$ cat src/rtl/priority_encoder8x3_hs_if.sv
// priority_encoder8x3_hs_if
//   Bundles the request lines, the code valid/ready handshake and the status
//   outputs of the sequential 8-to-3 priority encoder.
//   slave  : the encoder side (samples req/code_ready, drives the rest)
//   master : the event-source / consumer side
interface priority_encoder8x3_hs_if;
  logic [7:0] req;
  logic [2:0] code;
  logic       code_valid;
  logic       code_ready;
  logic [7:0] pending;
  logic       overflow;

  modport slave (
    input  req,
    input  code_ready,
    output code,
    output code_valid,
    output pending,
    output overflow
  );

  modport master (
    output req,
    output code_ready,
    input  code,
    input  code_valid,
    input  pending,
    input  overflow
  );
endinterface

$ cat src/rtl/priority_encoder8x3_hs.sv
// priority_encoder8x3_hs
//   Captures rising edges on 8 request lines into a pending register and
//   delivers one pending index at a time as a 3-bit code over valid/ready.
//   ROUND_ROBIN = 0 : highest pending index wins
//   ROUND_ROBIN = 1 : search starts one past the last issued code, wrapping
// Ports
//   i_clk    : clock, all state on the rising edge
//   i_rst_n  : synchronous active-low reset
//   bus      : req, code_ready in; code, code_valid, pending, overflow out
//
// state     | meaning
// S_IDLE    | nothing presented, code_valid = 0
// S_PRESENT | code holds a valid index awaiting code_ready
module priority_encoder8x3_hs #(
  parameter int ROUND_ROBIN = 0
) (
  input  logic                           i_clk,
  input  logic                           i_rst_n,
  priority_encoder8x3_hs_if.slave        bus
);

  typedef enum logic {
    S_IDLE    = 1'b0,
    S_PRESENT = 1'b1
  } state_t;

  state_t     r_state;
  state_t     w_state_nxt;
  logic [7:0] r_req_q;
  logic [7:0] r_pending;
  logic [2:0] r_code;
  logic [2:0] r_last;
  logic       r_overflow;

  logic [7:0]  w_rise;
  logic [7:0]  w_clr;
  logic        w_load;
  logic        w_any;
  logic [2:0]  w_sel;
  logic [2:0]  w_sel_fix;
  logic [2:0]  w_sel_rr;
  logic [2:0]  w_start;
  logic [15:0] w_dbl;
  logic [15:0] w_shift;
  logic [7:0]  w_rot;
  logic [2:0]  w_off;

  assign w_rise = bus.req & ~r_req_q;
  assign w_any  = |r_pending;

  // Fixed priority: later loop iterations overwrite, so the highest index wins.
  always_comb begin
    w_sel_fix = 3'd0;
    for (int i = 0; i < 8; i++) begin
      if (r_pending[i]) w_sel_fix = 3'(i);
    end
  end

  // Round robin: rotate pending so index last+1 lands at bit 0, pick the
  // lowest set bit, then rotate the offset back (3-bit add wraps mod 8).
  assign w_start = r_last + 3'd1;
  assign w_dbl   = {r_pending, r_pending};
  assign w_shift = w_dbl >> w_start;
  assign w_rot   = w_shift[7:0];

  always_comb begin
    w_off = 3'd0;
    for (int i = 7; i >= 0; i--) begin
      if (w_rot[i]) w_off = 3'(i);
    end
  end

  assign w_sel_rr = w_start + w_off;
  assign w_sel    = (ROUND_ROBIN != 0) ? w_sel_rr : w_sel_fix;

  always_comb begin
    w_state_nxt = r_state;
    w_load      = 1'b0;
    case (r_state)
      S_IDLE: begin
        if (w_any) begin
          w_load      = 1'b1;
          w_state_nxt = S_PRESENT;
        end
      end
      S_PRESENT: begin
        if (bus.code_ready) begin
          if (w_any) begin
            w_load = 1'b1;
          end else begin
            w_state_nxt = S_IDLE;
          end
        end
      end
      default: w_state_nxt = S_IDLE;
    endcase
  end

  assign w_clr = w_load ? (8'b1 << w_sel) : 8'h00;

  always_ff @(posedge i_clk) begin
    if (!i_rst_n) begin
      r_state    <= S_IDLE;
      r_req_q    <= 8'h00;
      r_pending  <= 8'h00;
      r_code     <= 3'd0;
      r_last     <= 3'd7;
      r_overflow <= 1'b0;
    end else begin
      r_state    <= w_state_nxt;
      r_req_q    <= bus.req;
      // Set wins over clear: a new event on the bit being loaded re-arms it.
      r_pending  <= (r_pending & ~w_clr) | w_rise;
      r_overflow <= |(w_rise & r_pending & ~w_clr);
      if (w_load) begin
        r_code <= w_sel;
        r_last <= w_sel;
      end
    end
  end

  assign bus.code       = r_code;
  assign bus.code_valid = (r_state == S_PRESENT);
  assign bus.pending    = r_pending;
  assign bus.overflow   = r_overflow;

endmodule

$ cat src/flat_wrapper.sv
// flat-port wrapper written by rule: the top's interface ports become plain ports
module priority_encoder8x3_hs_flat 
#(
  parameter int ROUND_ROBIN = 0
)
  (i_clk, i_rst_n, bus_req, bus_code_ready, bus_code, bus_code_valid, bus_pending, bus_overflow);
  priority_encoder8x3_hs_if bus_i ();
  input  logic i_clk;
  input  logic i_rst_n;
  input wire logic [$bits(bus_i.req)-1:0] bus_req;
  input wire logic [$bits(bus_i.code_ready)-1:0] bus_code_ready;
  output wire logic [$bits(bus_i.code)-1:0] bus_code;
  output wire logic [$bits(bus_i.code_valid)-1:0] bus_code_valid;
  output wire logic [$bits(bus_i.pending)-1:0] bus_pending;
  output wire logic [$bits(bus_i.overflow)-1:0] bus_overflow;
  assign bus_i.req = bus_req;
  assign bus_i.code_ready = bus_code_ready;
  assign bus_code = bus_i.code;
  assign bus_code_valid = bus_i.code_valid;
  assign bus_pending = bus_i.pending;
  assign bus_overflow = bus_i.overflow;
  priority_encoder8x3_hs #(.ROUND_ROBIN(ROUND_ROBIN)) u_core (.i_clk(i_clk), .i_rst_n(i_rst_n), .bus(bus_i));
endmodule
$ cat config.mk
export PLATFORM = sky130hd
export DESIGN_NAME = priority_encoder8x3_hs_flat
export DESIGN_NICKNAME = d
export VERILOG_FILES = /design/src/rtl/priority_encoder8x3_hs_if.sv /design/src/rtl/priority_encoder8x3_hs.sv /design/src/flat_wrapper.sv
export SDC_FILE = /design/constraint.sdc
export NUM_CORES = 1
export LEC_CHECK = 0
export CORE_MARGIN = 2
export CORE_UTILIZATION = 49
export CTS_BUF_LIST = sky130_fd_sc_hd__clkbuf_8
export CTS_CLUSTER_DIAMETER = 80
export DETAILED_ROUTE_END_ITERATION = 10
export GPL_ROUTABILITY_DRIVEN = 0
export PLACE_DENSITY_LB_ADDON = 0.1
export SETUP_SLACK_MARGIN = 0.5
export SYNTH_ARGS = -nofsm -noshare
export SYNTH_HDL_FRONTEND = slang
export SYNTH_SLANG_ARGS = --single-unit
$ cat constraint.sdc
create_clock -name i_clk -period 2.3 [get_ports i_clk]
set_clock_uncertainty 0.2 [all_clocks]
set_input_delay 0.69 -clock i_clk [delete_from_list [all_inputs] [get_ports i_clk]]
set_output_delay 0.69 -clock i_clk [all_outputs]
set_load 0.01 [all_outputs]
==> flow_summary_export.csv <==
group,metric,value,unit
floorplanning,die_x,46.8,um
global_routing,antenna_found_initial,0,
clocking,cts-root-buf,"clkbuf_8",
synth,synth_top_area_share,0.467,
synth,yosysSeqAreaShare,0.467,
layout,final_common_cell,"dfxtp_1",
drt,drc,0,
sta,rsz0062_at_grt,"true",
synth,synth-warning-count,0,
worst_setup_path,timing.rr.start,"u_core.bus.pending[6]",
drt,vias_per_cell,5.16,
sta,hold_violations,0,
drt,routed-via-count,774,
sta,timing.slew.headroom,0.735,
worst_setup_path,reg2regPathDepth,5,
synth,synth_top_area_cell,"dfxtp_1",
pwr,power.total,0.000828,W
sta,setup_viol,0,
drt,firstDrtPassIters,4,
synth,synth_area,900,um2
synth,synth_cells,92,
worst_setup_path,crit_required,1.41,ns
sta,slew_viol_final,0,
drt,drtIter0Drc,5,
worst_setup_path,cp.buffers_inverters,1,
sta,min_period_over_period,0.789,
clocking,htree_num_levels,1,
worst_setup_path,cpPeakStageDelay,0.39,ns
worst_setup_path,path_max_fanout,8,
worst_setup_path,rr_endpoint,"u_core.bus.overflow",
pwr,p_per_area,653,mW/mm2
placed_design,placed_area,0.00120,mm2
drt,finalWirelength,1910,um
floorplanning,fp.coreArea,0.00173,mm2
worst_setup_path,cp.arrival,0.92,ns
sta,tightest_slew,0.395,ns
layout,fin_nets,137,
clocking,clkSinkCount,21,
layout,num_antenna_cells,0,
worst_setup_path,cp_cell_sequence,"dlygate4sd2_1",
global_routing,grt_max_degree,22,
placed_design,place_hpwl,1310,um
drt,ant_nets,0,
worst_setup_path,path_class,"reg2out",
floorplanning,start_util,0.521,
floorplanning,fp.dieH,46.8,um
synth,netlist-cell-type-count,35,
layout,drive_gt1_frac,0.328,
synth,yosys-top-cells-area,"dfxtp_1 (47%), and2_1 (5.6%), nor2b_1 (4.9%), a21boi_1 (3.3%), o21a_1 (2.5%)",
synth,synth_flop_cell,"dfxtp_1",
synth,avgSynthCellArea,9.78,um2
drt,routedWlPerCell,12.7,um
sta,finalCriticalPeriod,1.81,ns
worst_hold_path,hold_path_end,"u_core.bus.pending[0]",
synth,synth_fp_nets,103,
outcome,status,"complete, no violations",
global_routing,first_global_vias,720,
global_routing,grt.overflow.total,0,
worst_setup_path,cp_top_family,"flip-flops",
pwr,leakagePower,0.585,nW
worst_hold_path,hold_class,"reg2reg",
sta,fmax,551,MHz
worst_setup_path,cp_slowest_cell,"dfxtp_4",
synth,synth_seq_cells,21,
layout,syn_to_final_growth,40.9,%
clocking,clock_path_buffers,2,
flow_run,maxCapViolations,0,
placed_design,io_buffers,23,
clocking,insertion_delay,0.26,ns
clocking,clk_pin_slew,0.07,ns
clocking,cts_tree,"built",
floorplanning,fp-row-count,15,
synth,synthArstFlopShare,0,
worst_setup_path,regToRegSetupSlack,0.52,ns
floorplanning,ios,24,
global_routing,grt.total_usage,0.188,
layout,final_cell_mix,"dfxtp_1 (12), and2_1 (8), dlygate4sd2_1 (8), buf_4 (8)",
floorplanning,dieArea,0.00219,mm2
worst_setup_path,critPathLaunchType,"flop",
clocking,cts_buffers,3,
clocking,ctsHoldBuffers,0,
global_routing,grt_pass1_wl,2880,um
pwr,irDropWorstVdd,0.450,mV
layout,final_area,0.00127,mm2
synth,synth-edff-count,0,
worst_hold_path,min_from,"u_core.r_req_q[0]",
worst_setup_path,cp-end-kind,"output pin",
worst_hold_path,hold_depth,3,
==> per-stage QoR <==
step,std cells,TNS (ns),setup WS [ns],hold WS (ns),utilization
finish,150,0,0.485,0.295,0.734
global route,150,0,0.448,0.319,0.734
CTS,150,0,0.455,0.302,0.742
detailed placement,143,-0.136,-0.136,0.292,0.693
global placement,143,-0.101,-0.101,0.283,0.693
floorplan,92,0,0.447,0.271,-
==> logic make-up (layout without fill, tap and decap cells) <==
group,count (synthesis),after routing,synth area share
and+or+nand+nor,38,38,0.273
AOI/OAI and AO/OA,26,26,0.223
DFF,21,21,0.467
buffers and inverters,6,39,0.0264
muxes,1,1,0.0111
==> report_power, final <==
part           internal, W  switching, W  total (W)
Clock             0.000119      0.000117   0.000236
Combinational    0.0000937     0.0000770   0.000171
Sequential        0.000393     0.0000281   0.000421
Total             0.000606      0.000222   0.000828
==> Yosys cell counts (2+ instances only) <==
cell      number
dfxtp_1       21
and2_1         8
nor2b_1        7
nand2_1        5
a21boi_1       4
inv_1          3
o21a_1         3
o21ai_0        3
a21boi_0       2
a21oi_1        2
a21oi_2        2
nand2b_1       2
nand4b_1       2
nor2_1         2
nor2_2         2
o211a_1        2
o211ai_1       2
or2b_1         2
or4_4          2
==> worst max path at each step <==
stage,to,from,depth (start not counted)
floorplan,u_core.bus.overflow,bus_code_ready,5
global placement,u_core.bus.overflow,bus_code_ready,5
detailed placement,u_core.bus.overflow,bus_code_ready,6
CTS,bus_pending[5],u_core.bus.pending[5],1
global route,u_core.bus.overflow,bus_code_ready,6
finish,bus_pending[5],u_core.bus.pending[5],1
==> sequential cells by signal, indices dropped and copies added, names as in the netlist <==
signal                 count
u_core.bus.overflow        1
u_core.r_req_q             8
u_core.bus.pending         8
u_core.bus.code            3
u_core.bus.code_valid      1
==> per-layer routing <==
metal,wire (um),up-vias,part of all wire,track usage
met4,28,0,0.015,0.111
met1,851,358,0.45,0.234
met3,76,4,0.040,0.0346
met5,0,-,0,0
li1,-,387,-,-
met2,952,25,0.50,0.301
==> area by class of cell <==
cell class	count	area, um2
Clock buffer	3	41.3
Clock inverter	1	3.75
Fill cell	146	459
Inverter	4	15.0
Multi-Input combinational cell	65	473
Sequential cell	21	444
Tap cell	25	31.3
Timing Repair Buffer	31	259
==> what timing repair did <==
item,CTS,global route
endpoints found under the setup margin,19,10
resized for setup,40,13
buffers inserted,3,0
pin swaps,3,3
Power figures use the tool's default switching activity.
